`src/rtl/dmem_arbiter_pkg.sv`:
```
// Shared types for the data-memory arbiter: FSM encoding and owner IDs.
package dmem_arb_pkg;

  typedef enum logic [1:0] {
    IDLE  = 2'd0,
    ISSUE = 2'd1,
    RESP  = 2'd2
  } state_t;

  localparam logic OWN_CPU = 1'b0;
  localparam logic OWN_AUX = 1'b1;

  function automatic logic other_owner(input logic id);
    return ~id;
  endfunction

endpackage

```
`src/rtl/dmem_arbiter_if.sv`:
```
// Requester-side handshake bundle and memory-port bundle for the arbiter.
interface dmem_req_if #(
  parameter int ADDR_W = 8,
  parameter int DATA_W = 16
);
  logic              req;
  logic              we;
  logic [ADDR_W-1:0] addr;
  logic [DATA_W-1:0] wdata;
  logic              gnt;
  logic              rvalid;
  logic [DATA_W-1:0] rdata;

  modport master (output req, we, addr, wdata, input gnt, rvalid, rdata);
  modport slave  (input req, we, addr, wdata, output gnt, rvalid, rdata);
endinterface

interface dmem_mem_if #(
  parameter int ADDR_W = 8,
  parameter int DATA_W = 16
);
  logic              en;
  logic              we;
  logic [ADDR_W-1:0] addr;
  logic [DATA_W-1:0] wdata;
  logic [DATA_W-1:0] rdata;

  modport master (output en, we, addr, wdata, input rdata);
  modport slave  (input en, we, addr, wdata, output rdata);
endinterface

```
`src/rtl/dmem_arbiter_rr_arb2.sv`:
```
// Two-way combinational picker: bit 0 = cpu, bit 1 = aux.
module rr_arb2
  import dmem_arb_pkg::*;
(
  input  logic [1:0] req,
  input  logic       last_owner,
  input  logic       cpu_prio,
  output logic       win_valid,
  output logic       win_id
);

  always_comb begin
    win_valid = |req;
    win_id    = OWN_CPU;
    case (req)
      2'b01:   win_id = OWN_CPU;
      2'b10:   win_id = OWN_AUX;
      // Conflict: fixed priority, or whoever did not go last.
      2'b11:   win_id = cpu_prio ? OWN_CPU : other_owner(last_owner);
      default: win_id = OWN_CPU;
    endcase
  end

endmodule

```
`src/rtl/dmem_arbiter.sv`:
```
// Arbitrates the single-port synchronous data memory between cpu and aux.
//   state | meaning
//   IDLE  | sample requests, register winner's access
//   ISSUE | access on memory port, winner's gnt high
//   RESP  | read data back from memory, owner's rvalid high
module dmem_arbiter
  import dmem_arb_pkg::*;
#(
  parameter int ADDR_W   = 8,
  parameter int DATA_W   = 16,
  parameter bit CPU_PRIO = 1'b0
) (
  input  logic       clk,
  input  logic       rst_n,
  dmem_req_if.slave  cpu,
  dmem_req_if.slave  aux,
  dmem_mem_if.master mem,
  output logic       busy
);

  state_t            state_q;
  state_t            state_d;
  logic              owner_q;
  logic              last_owner_q;
  logic              we_q;
  logic [ADDR_W-1:0] addr_q;
  logic [DATA_W-1:0] wdata_q;

  logic win_valid;
  logic win_id;

  logic mem_en_c;
  logic mem_we_c;
  logic cpu_gnt_c;
  logic aux_gnt_c;
  logic cpu_rv_c;
  logic aux_rv_c;

  rr_arb2 u_arb (
    .req        ({aux.req, cpu.req}),
    .last_owner (last_owner_q),
    .cpu_prio   (CPU_PRIO),
    .win_valid  (win_valid),
    .win_id     (win_id)
  );

  always_ff @(posedge clk or negedge rst_n) begin
    if (!rst_n) begin
      state_q <= IDLE;
    end else begin
      state_q <= state_d;
    end
  end

  always_comb begin
    state_d = state_q;
    case (state_q)
      IDLE:    if (win_valid) state_d = ISSUE;
      ISSUE:   state_d = we_q ? IDLE : RESP;
      RESP:    state_d = IDLE;
      default: state_d = IDLE;
    endcase
  end

  // Access is captured at the sample edge so the port is steady through ISSUE.
  always_ff @(posedge clk or negedge rst_n) begin
    if (!rst_n) begin
      owner_q      <= OWN_AUX;
      last_owner_q <= OWN_AUX;
      we_q         <= 1'b0;
      addr_q       <= '0;
      wdata_q      <= '0;
    end else begin
      if (state_q == IDLE && win_valid) begin
        owner_q <= win_id;
        we_q    <= (win_id == OWN_AUX) ? aux.we    : cpu.we;
        addr_q  <= (win_id == OWN_AUX) ? aux.addr  : cpu.addr;
        wdata_q <= (win_id == OWN_AUX) ? aux.wdata : cpu.wdata;
      end
      if (state_q == ISSUE) begin
        last_owner_q <= owner_q;
      end
    end
  end

  always_comb begin
    mem_en_c  = 1'b0;
    mem_we_c  = 1'b0;
    cpu_gnt_c = 1'b0;
    aux_gnt_c = 1'b0;
    cpu_rv_c  = 1'b0;
    aux_rv_c  = 1'b0;
    case (state_q)
      ISSUE: begin
        mem_en_c  = 1'b1;
        mem_we_c  = we_q;
        cpu_gnt_c = (owner_q == OWN_CPU);
        aux_gnt_c = (owner_q == OWN_AUX);
      end
      RESP: begin
        cpu_rv_c = (owner_q == OWN_CPU);
        aux_rv_c = (owner_q == OWN_AUX);
      end
      default: ;
    endcase
  end

  assign mem.en     = mem_en_c;
  assign mem.we     = mem_we_c;
  assign mem.addr   = addr_q;
  assign mem.wdata  = wdata_q;

  assign cpu.gnt    = cpu_gnt_c;
  assign aux.gnt    = aux_gnt_c;
  assign cpu.rvalid = cpu_rv_c;
  assign aux.rvalid = aux_rv_c;
  assign cpu.rdata  = cpu_rv_c ? mem.rdata : '0;
  assign aux.rdata  = aux_rv_c ? mem.rdata : '0;

  assign busy = (state_q != IDLE);

  a_one_gnt : assert property (@(posedge clk) disable iff (!rst_n)
    !(cpu_gnt_c && aux_gnt_c));

  a_rv_after_read : assert property (@(posedge clk) disable iff (!rst_n)
    (cpu_rv_c || aux_rv_c) |-> $past(mem_en_c && !mem_we_c));

endmodule

```
`src/flat_wrapper.sv`:
```
// flat-port wrapper written by rule: the top's interface ports become plain ports
module dmem_arbiter_flat import dmem_arb_pkg::*;
#(
  parameter int ADDR_W   = 8,
  parameter int DATA_W   = 16,
  parameter bit CPU_PRIO = 1'b0
)
  (clk, rst_n, busy, cpu_req, cpu_we, cpu_addr, cpu_wdata, cpu_gnt, cpu_rvalid, cpu_rdata, aux_req, aux_we, aux_addr, aux_wdata, aux_gnt, aux_rvalid, aux_rdata, mem_en, mem_we, mem_addr, mem_wdata, mem_rdata);
  dmem_req_if #(.ADDR_W(ADDR_W), .DATA_W(DATA_W)) cpu_i ();
  dmem_req_if #(.ADDR_W(ADDR_W), .DATA_W(DATA_W)) aux_i ();
  dmem_mem_if #(.ADDR_W(ADDR_W), .DATA_W(DATA_W)) mem_i ();
  input  logic clk;
  input  logic rst_n;
  output logic busy;
  input wire logic [$bits(cpu_i.req)-1:0] cpu_req;
  input wire logic [$bits(cpu_i.we)-1:0] cpu_we;
  input wire logic [$bits(cpu_i.addr)-1:0] cpu_addr;
  input wire logic [$bits(cpu_i.wdata)-1:0] cpu_wdata;
  output wire logic [$bits(cpu_i.gnt)-1:0] cpu_gnt;
  output wire logic [$bits(cpu_i.rvalid)-1:0] cpu_rvalid;
  output wire logic [$bits(cpu_i.rdata)-1:0] cpu_rdata;
  input wire logic [$bits(aux_i.req)-1:0] aux_req;
  input wire logic [$bits(aux_i.we)-1:0] aux_we;
  input wire logic [$bits(aux_i.addr)-1:0] aux_addr;
  input wire logic [$bits(aux_i.wdata)-1:0] aux_wdata;
  output wire logic [$bits(aux_i.gnt)-1:0] aux_gnt;
  output wire logic [$bits(aux_i.rvalid)-1:0] aux_rvalid;
  output wire logic [$bits(aux_i.rdata)-1:0] aux_rdata;
  output wire logic [$bits(mem_i.en)-1:0] mem_en;
  output wire logic [$bits(mem_i.we)-1:0] mem_we;
  output wire logic [$bits(mem_i.addr)-1:0] mem_addr;
  output wire logic [$bits(mem_i.wdata)-1:0] mem_wdata;
  input wire logic [$bits(mem_i.rdata)-1:0] mem_rdata;
  assign cpu_i.req = cpu_req;
  assign cpu_i.we = cpu_we;
  assign cpu_i.addr = cpu_addr;
  assign cpu_i.wdata = cpu_wdata;
  assign cpu_gnt = cpu_i.gnt;
  assign cpu_rvalid = cpu_i.rvalid;
  assign cpu_rdata = cpu_i.rdata;
  assign aux_i.req = aux_req;
  assign aux_i.we = aux_we;
  assign aux_i.addr = aux_addr;
  assign aux_i.wdata = aux_wdata;
  assign aux_gnt = aux_i.gnt;
  assign aux_rvalid = aux_i.rvalid;
  assign aux_rdata = aux_i.rdata;
  assign mem_en = mem_i.en;
  assign mem_we = mem_i.we;
  assign mem_addr = mem_i.addr;
  assign mem_wdata = mem_i.wdata;
  assign mem_i.rdata = mem_rdata;
  dmem_arbiter #(.ADDR_W(ADDR_W), .DATA_W(DATA_W), .CPU_PRIO(CPU_PRIO)) u_core (.clk(clk), .rst_n(rst_n), .cpu(cpu_i), .aux(aux_i), .mem(mem_i), .busy(busy));
endmodule
```
`config.mk`:
```
export PLATFORM = sky130hd
export DESIGN_NAME = dmem_arbiter_flat
export DESIGN_NICKNAME = d
export VERILOG_FILES = /design/src/rtl/dmem_arbiter_pkg.sv /design/src/rtl/dmem_arbiter_if.sv /design/src/rtl/dmem_arbiter_rr_arb2.sv /design/src/rtl/dmem_arbiter.sv /design/src/flat_wrapper.sv
export SDC_FILE = /design/constraint.sdc
export NUM_CORES = 1
export LEC_CHECK = 0
export CORE_MARGIN = 2
export CORE_UTILIZATION = 36
export CTS_CLUSTER_SIZE = 24
export DETAILED_ROUTE_END_ITERATION = 8
export PLACE_DENSITY_LB_ADDON = 0.15
export SETUP_SLACK_MARGIN = 0.02
export SKIP_LAST_GASP = 1
export SLEW_MARGIN = 40
export SYNTH_ARGS = -nofsm -noshare
export SYNTH_HDL_FRONTEND = slang
export SYNTH_SLANG_ARGS = --single-unit
```
`constraint.sdc`:
```
create_clock -name clk -period 2.9 [get_ports clk]
set_input_delay 0.58 -clock clk [delete_from_list [all_inputs] [get_ports clk]]
set_output_delay 0.58 -clock clk [all_outputs]
set_load 0.03 [all_outputs]
```
==> results of run 1 <==
cell type report:
cell class                 instances  share of cell area
clock inverter                     1             0.00157
sequential                        29               0.229
clock buffer                       7              0.0303
timing repair buffer             137               0.427
multi-input combinational         94               0.288
inverter                           3             0.00354
tap                               54              0.0212
placed cells by master, fill, tap and decap left out, types with 2 or more instances in the layout:
cell             count
nor2_1               3
clkbuf_8             7
and2_1              34
buf_4                5
clkdlybuf4s50_1    132
mux2_4              19
inv_1                3
dfrtp_1             27
mux2_2              31
dfstp_2              2
metal layers:
metal / global-route usage / share of wire / vias up
met5: 0 / 0 / -
met1: 0.204 / 0.39 / 690
met2: 0.291 / 0.50 / 77
met4: 0.0370 / 0.0063 / 0
li1: - / - / 725
met3: 0.0635 / 0.096 / 4
metrics by stage:
stage	hold WS (ns)	worst slack (ns)	utilization	power [mW]
global placement	0.453	0.440	0.661	2.55
CTS	0.470	0.115	0.683	2.95
detailed placement	0.460	0.415	0.661	2.58
floorplan	0.284	0.668	-	1.84
finish	0.463	0.157	0.683	2.92
global route	0.505	0.0395	0.683	3.08
cells by family after synthesis:
group	after synthesis	share of synthesized area
AOI/OAI and AO/OA	4	0.0204
buffers and inverters	11	0.0430
DFF	29	0.424
muxes	50	0.369
and+or+nand+nor	40	0.143
final timing paths:
| check | to | slack (ns) | cells past startpoint |
|---|---|---|---|
| setup / recovery | aux_rdata[14] | 0.16 | 3 |
| hold / removal | u_core.state_q[1] | 0.46 | 1 |
| setup reg to reg | u_core.mem.wdata[4] | 1.27 | 4 |
| hold reg to reg | u_core.state_q[1] | 0.46 | 1 |
| max in group asynchronous | u_core.last_owner_q | 1.90 | 2 |
| min in group asynchronous | u_core.mem.wdata[12] | 0.69 | 2 |
critical path, stage by stage, from the launching register on:
cell	delay, ns
dfstp_2	0.56
and3b_1	0.46
and2_1	0.19
clkdlybuf4s50_1	0.68
power breakdown:
part | switching (mW) | internal [mW] | total [mW]
combinational | 0.934 | 0.889 | 1.82
clock | 0.149 | 0.214 | 0.363
sequential | 0.108 | 0.625 | 0.734
sequential cells by signal (all words and copies together), names as in the netlist:
signal and flops:
u_core.mem.addr 8, u_core.we_q 1, u_core.state_q 2, u_core.owner_q 1, u_core.mem.wdata 16, u_core.last_owner_q 1
==> results.cfg, run 1 <==
[clock_network]
ctsResizeCount = 0
cts_num_sinks = 29
htree_levels = 2
path_clk_slew_ns = 0.06
clock_path_buffers = 2
tritoncts = done
cts_buffers = 5
cts_hold_buf = 0
cts_root_buf = clkbuf_8
worstSkewPairLatency_ns = 0.27
postCtsSetupRepairBufs = 0

[layout]
final_nets = 340
area_delta_synth_final_pct = 85.3
fill_cells = 383
diodes = 0
final_cell_count_no_fill = 325
drive_above_1_share = 0.244
seqCellArea_um2 = 728
multi_input_area_um2 = 916
final_area_um2 = 3180

[global_route]
grt_max_degree = 30
grt-ovfl-total = 0
grt_pass1_vias = 1495
grtUsageTotal = 0.170
grt_pass1_wl_mm = 7.11
antenna_found_initial = 0

[timing]
fin_crit_ns = 2.74
worst_pin_slew_ns = 0.464
fin_tns_setup_ns = 0
fin_skew_ns = 0.00274
timing.fmax_mhz = 365
hold_viol = 0
slew_viol_final = 0
slew-limit-headroom = 0.691
setup_viol = 0
finalCritPeriodShare = 0.946
rsz0062_at_grt = false

[logic_synthesis]
yosys_register_bits = 29
yosysWarnings = 0
ys_seq_area_frac = 0.424
syn_nets = 204
synth_top_area_cell = dfrtp_1
synth_enable_flop_cells = 0
synth_cell_types = 18
synth_top_area_share = 0.393
synthFlopType = dfrtp_1
async_flop_share = 1.00
syn_area_um2 = 1720
synthCells = 134
avgSynthCellArea_um2 = 12.8
synthMostInstantiatedCell = and2_1
netlist_top_cells_area = dfrtp_1 39%, mux2_2 20%, mux2_4 17%
synth_common_cells = 34 x and2_1, 31 x mux2_2, 27 x dfrtp_1, 19 x mux2_4

[placement]
post_dp_cell_area_um2 = 3080
place.gp.congestion = 0.759
io_buffers = 132
dp_cells = 317
place.detailed.hpwl_mm = 3.51

[routing]
ant_nets = 0
viasPerCell = 4.60
route.detailed.drc = 0
num_vias = 1496
drt_iter0_markers = 51
drt_pass1_iterations = 4
drt-total-wl_mm = 4.46
routedWlPerCell_um = 13.7

[worst_setup_path]
r2r_start = u_core.last_owner_q
cp-end-kind = output pin
startpoint = u_core.owner_q
cp.arrival_ns = 2.16
worstPathRequired_ns = 2.32
crit_fanout = 17
worstSetupPathType = register to output pin
start_kind = register

[floorplan]
dieArea_um2 = 5340
core_area_um2 = 4660
die_h_um = 73.1
rows = 25
ios = 133
initial_core_util = 0.369
die_w_um = 73.1

[pwr]
ir_worst_vdd_mv = 0.582
powerDensity_nw_per_um2 = 917
p_leak_nw = 1.36

[job]
drv_cap = 0

[min_path]
holdCritPathClass = register to register
hold_start = u_core.we_q

[run_status]
status = finished clean
(Power assumes the default switching activity.)
==> run 2: changes to the inputs <==
--- a/config.mk
+++ b/config.mk
@@ -6,13 +6,14 @@
 export NUM_CORES = 1
 export LEC_CHECK = 0
 export CORE_MARGIN = 2
-export CORE_UTILIZATION = 36
+export CORE_UTILIZATION = 37
 export CTS_CLUSTER_SIZE = 24
 export DETAILED_ROUTE_END_ITERATION = 8
 export PLACE_DENSITY_LB_ADDON = 0.15
-export SETUP_SLACK_MARGIN = 0.02
+export SETUP_SLACK_MARGIN = 0.2
 export SKIP_LAST_GASP = 1
 export SLEW_MARGIN = 40
 export SYNTH_ARGS = -nofsm -noshare
 export SYNTH_HDL_FRONTEND = slang
+export SYNTH_HIERARCHICAL = 1
 export SYNTH_SLANG_ARGS = --single-unit
==> run 2 against run 1 <==
  * Hold slack worse by 0.013 ns
  * First-iteration DRC count down 33%
  * Global-route usage up 0.17 points
  * Core utilization up 0.64 points
  * Setup slack better by 0.17 ns
  * Combinational power up 5%
  * Largest power group unchanged
==> results.cfg, run 2 <==
[run_status]
status = finished clean

[layout]
final_nets = 341
multi_input_area_um2 = 956
drive_above_1_share = 0.251
final_cell_mix = 132 x clkdlybuf4s50_1, 35 x and2_1, 31 x mux2_2, 27 x dfrtp_1, 20 x mux2_4
fill_cells = 393
largest_register_ffs = 16
seqCellArea_um2 = 728
area_delta_synth_final_pct = 82.3
final_common_cell = clkdlybuf4s50_1
diodes = 0
final_cell_count_no_fill = 325
post-route-util = 0.689

[worst_setup_path]
cp.arrival_ns = 1.99
start_kind = register
worstSetupPathType = register to output pin
worstPathRequired_ns = 2.32
path_cells = and3b_2 -> and2_1 -> clkdlybuf4s50_1
crit_slowest_cell = clkdlybuf4s50_1
critPathTopFamily = buffers and inverters
cp-end-kind = output pin
critPathMaxStageDelay_ns = 0.66
crit_fanout = 17
path_buf_inv = 1

[clock_network]
cts_buffers = 5
cts_hold_buf = 0
htree_levels = 2
tritoncts = done
cts_num_sinks = 29
path_clk_slew_ns = 0.06
clock_path_buffers = 2
cts_root_buf = clkbuf_8
worstSkewPairLatency_ns = 0.27

[global_route]
grtUsageTotal = 0.172
grt_pass1_vias = 1480
grt_pass1_wl_mm = 7.06
grt-ovfl-total = 0
antenna_found_initial = 0
grt_max_degree = 30

[timing]
fin_tns_setup_ns = 0
rsz0062_at_grt = false
setup_slack_ns = 0.328
finalCritPeriodShare = 0.887
fin_skew_ns = 0.00378
slew_viol_final = 0
timing.fmax_mhz = 389
setup_viol = 0
fin_crit_ns = 2.57
hold_viol = 0
timing.hold.ws_ns = 0.451

[floorplan]
die_h_um = 73.0
initial_core_util = 0.378
die_w_um = 73.0
rows = 25
ios = 133
core_area_um2 = 4660
dieArea_um2 = 5330

[logic_synthesis]
ys_seq_area_frac = 0.413
synth_enable_flop_cells = 0
synthFlopType = dfrtp_1
yosysWarnings = 6
synth_top_area_cell = dfrtp_1
synth_top_area_share = 0.383
avgSynthCellArea_um2 = 13.0
synth_cell_types = 17
async_flop_share = 1.00
netlist_top_cells_area = dfrtp_1 38%, mux2_2 20%, mux2_4 17%
yosys_register_bits = 29
synthMostInstantiatedCell = and2_1
synth_common_cells = 35 x and2_1, 31 x mux2_2, 27 x dfrtp_1, 20 x mux2_4, 6 x buf_6
syn_area_um2 = 1760
synthCells = 136
syn_nets = 206

[job]
drv_cap = 0

[min_path]
holdCritPathClass = register to register

[routing]
ant_nets = 0
drt_iter0_markers = 34
routedWlPerCell_um = 13.9
viasPerCell = 4.59
route.detailed.drc = 0
num_vias = 1492
drt-total-wl_mm = 4.51
drt_pass1_iterations = 4

[placement]
io_buffers = 132
place.gp.congestion = 0.727
place_ws_ns = 0.447
place.detailed.hpwl_mm = 3.70
dp_cells = 318

[pwr]
p_leak_nw = 1.33
powerDensity_nw_per_um2 = 931
ir_worst_vdd_mv = 0.528
run 2: changes by cell type after synthesis, sizes merged, moves of 2 or more:
cell / before / now
inv: 3 / 1
buf: 5 / 9
or2: 0 / 2
mux2: 50 / 52
clkbuf: 3 / 0
run 2: worst paths after layout:
check                                           end                 from  cells after the start  slack, ns
max in group asynchronous       u_core/last_owner_q                rst_n                      2       1.90
worst max register to register   u_core/mem.addr[5]  u_core/last_owner_q                      5       1.09
min in group asynchronous       u_core/mem.wdata[4]                rst_n                      2       0.68
worst min register to register    u_core/state_q[1]          u_core/we_q                      1       0.45
worst min-delay path              u_core/state_q[1]          u_core/we_q                      1       0.45
worst max-delay path                   aux_rdata[5]       u_core/owner_q                      3       0.33
run 2: per-stage QoR:
stage,power (mW),instance area [µm²]
finish,2.99,3210
global route,3.15,3210
CTS,3.03,3210
detailed placement,2.69,3130
global placement,2.67,3130
floorplan,1.95,1760
run 2: layout make-up:
cell class / instances / share of cell area
tap: 54 / 0.0210
multi-input combinational: 97 / 0.298
timing repair buffer: 137 / 0.427
sequential: 29 / 0.227
inverter: 1 / 0.00117
clock buffer: 7 / 0.0269
run 2: layer usage:
| metal | up-vias | global-route usage | part of all wire |
|---|---|---|---|
| li1 | 728 | - | - |
| met1 | 670 | 0.182 | 0.35 |
| met2 | 87 | 0.304 | 0.51 |
| met3 | 7 | 0.0677 | 0.12 |
| met4 | 0 | 0.0679 | 0.017 |
| met5 | - | 0 | 0 |
run 2: report_power, final:
group          total [mW]  switching [mW]  internal [mW]
registers           0.756           0.131          0.625
clock network       0.324           0.136          0.188
logic                1.91           0.928          0.982
run 2: what timing repair did:
action                     4_1_cts  5_1_grt
setup buffers                    0        0
gates resized for setup          1        0
setup endpoints to repair       16        0
run 2: logic make-up (layout without fill, tap and decap cells):
logic type,Yosys count,count (layout),share of synthesized area
and+or+nand+nor,43,43,0.158
buffers and inverters,10,145,0.0490
AOI/OAI and AO/OA,1,1,0.00284
other,1,1,0.00213
muxes,52,52,0.375
DFF,29,29,0.413
==> run 3: changes to the inputs <==
--- a/config.mk
+++ b/config.mk
@@ -11,6 +11,7 @@
 export DETAILED_ROUTE_END_ITERATION = 8
 export PLACE_DENSITY_LB_ADDON = 0.15
 export SETUP_SLACK_MARGIN = 0.2
+export SKIP_CTS_REPAIR_TIMING = 1
 export SKIP_LAST_GASP = 1
 export SLEW_MARGIN = 40
 export SYNTH_ARGS = -nofsm -noshare
==> results of run 3 <==
Same layout as run 2: the final DEF is identical, and so are final timing and power.
==> edit (settings of run 1) <==
Make the reset (`rst_n`) synchronous in 2 clocked blocks.
--- a/src/rtl/dmem_arbiter.sv
+++ b/src/rtl/dmem_arbiter.sv
@@ -44,7 +44,7 @@
     .win_id     (win_id)
   );
 
-  always_ff @(posedge clk or negedge rst_n) begin
+  always_ff @(posedge clk) begin
     if (!rst_n) begin
       state_q <= IDLE;
     end else begin
@@ -63,7 +63,7 @@
   end
 
   // Access is captured at the sample edge so the port is steady through ISSUE.
-  always_ff @(posedge clk or negedge rst_n) begin
+  always_ff @(posedge clk) begin
     if (!rst_n) begin
       owner_q      <= OWN_AUX;
       last_owner_q <= OWN_AUX;
Behaviour: differs if rst_n is asserted again (counterexample within 4 cycles, from zero or initial values and one cycle with rst_n low); with rst_n held inactive, the same outputs for 10 cycles.
==> edit against run 1 <==
- first-iteration DRC count increased by 67%
- non-clock buffer count increased by 2
- critical path depth increased by 1
- wire length increased by 25%
- critical endpoint is now cpu_rdata[8]
- synthesized area decreased by 2.9%
- sequential cell count unchanged
- worst hold slack got worse by 0.022 ns
- setup slack improved by 0.056 ns
- sequential share of layout area decreased by 4.1 points
- final area decreased by 2.8%
Power is not compared: it rests on default switching activity, and its combinational part moved more than twofold at a synthesized area within 25%.
==> edit: results (changes against run 1) <==
| Metric | Value |
|---|---|
| Vias in the first global route | 1827 (+22%) |
| Final net count | 396 (+16%) |
| R2R setup slack | 1.33 ns (+0.06 ns) |
| Post-synthesis net count | 267 (+31%) |
| Syn avg cell area | 8.466 µm² (-34%) |
| Worst r2r src | u_core.state_q[0] |
| Placed inst area | 3008 µm² (-2.4%) |
| Buffers on Ports | 132 (unchanged) |
| RD Place Congestion | 0.7183 (-5.3%) |
| Hold path startpoint | u_core.we_q |
| Synth unique cells | 24 (+6) |
| Post-synth top flop | dfxtp_1 |
| Worst hold slack | 0.4416 ns (-0.02182 ns) |
| Outcome | finished clean |
| DR vias/cell | 4.905 (+6.6%) |
| Overall routing resource usage | 21.78% (+4.7 points) |
| Clk_skew | 0.004268 ns (+0.001530 ns) |
| 1st-iter DRT viols | 85 (+67%) |
| Slew headroom | 63.56% (-5.5 points) |
| Pre-antenna DRT Iters | 4 (unchanged) |
| WL final | 5581 µm (+25%) |
| Share of cells above drive strength 1 | 11.96% (-12 points) |
| Crit path launch | u_core.state_q[1] |
| DR vias | 1854 (+24%) |
| Critical Path End | cpu_rdata[8] |
| Detail Placement HPWL | 4193 µm (+19%) |
| WHS Endpoint | u_core.state_q[1] |
| Crit path max fanout | 10 (-7) |
| Largest net degree at the start of global routing | 28 (-6.7%) |
| First-pass GRT wire length | 8963 µm (+26%) |
| Sequential-to-total area share from yosys stat | 34.81% (-7.6 points) |
| Commonest cells post-synth | nand2_1 (50), and2_1 (33), dfxtp_1 (29) |
| Post-synth ARST share | 0% (-100 points) |
| Post-CTS setup buffer count | 0 (unchanged) |
| Crit path DAT | 2.11 ns (-0.05 ns) |
==> edit: cell types whose count changed in the layout (fill, tap and decap cells not counted), moves of 19 or more <==
cell             run 1  this run
nand2_1              0        50
a311oi_2             0        19
dfxtp_1              0        29
a21oi_1              0        25
dfrtp_1             27         0
mux2_4              19         0
mux2_2              31         0
==> edit: per-stage QoR <==
stage	setup slack, ns	total power [mW]
2_1_floorplan	0.8142	0.7789
3_3_place_gp	0.4469	1.005
3_5_place_dp	0.4277	1.009
4_1_cts	0.1900	1.340
5_1_grt	0.1018	1.392
6_report	0.2124	1.328
==> edit: kinds of logic (layout without fill, tap and decap cells) <==
| group | count (synthesis) | in the layout | share of synthesized area (%) |
|---|---|---|---|
| and+or+nand+nor | 93 | 93 | 27.91 |
| DFF | 29 | 29 | 34.81 |
| AOI/OAI and AO/OA | 54 | 54 | 30.46 |
| buffers and inverters | 21 | 150 | 6.826 |
==> edit: area by class of cell <==
cell class / instances / area (µm²)
repair buffers: 139 / 1374
well taps: 52 / 65.06
clock buffers: 7 / 86.33
flip-flops and latches: 29 / 580.6
fillers: 367 / 1320
inverters: 4 / 15.01
multi-input cells: 147 / 973.4
==> edit: routing by layer <==
layer / vias up / part of all wire, % / track usage (%)
li1: 943 / - / -
met1: 831 / 41 / 26.85
met2: 78 / 51 / 37.72
met3: 2 / 7.7 / 6.389
met4: 0 / 0.34 / 4.403
met5: - / 0 / 0
==> edit: power by group <==
group	total [mW]	internal (mW)	leakage [nW]	switching (mW)
Combinational	0.526	0.251	0.882	0.275
Sequential	0.473	0.447	0.241	0.0268
Clock	0.329	0.188	0.0443	0.141
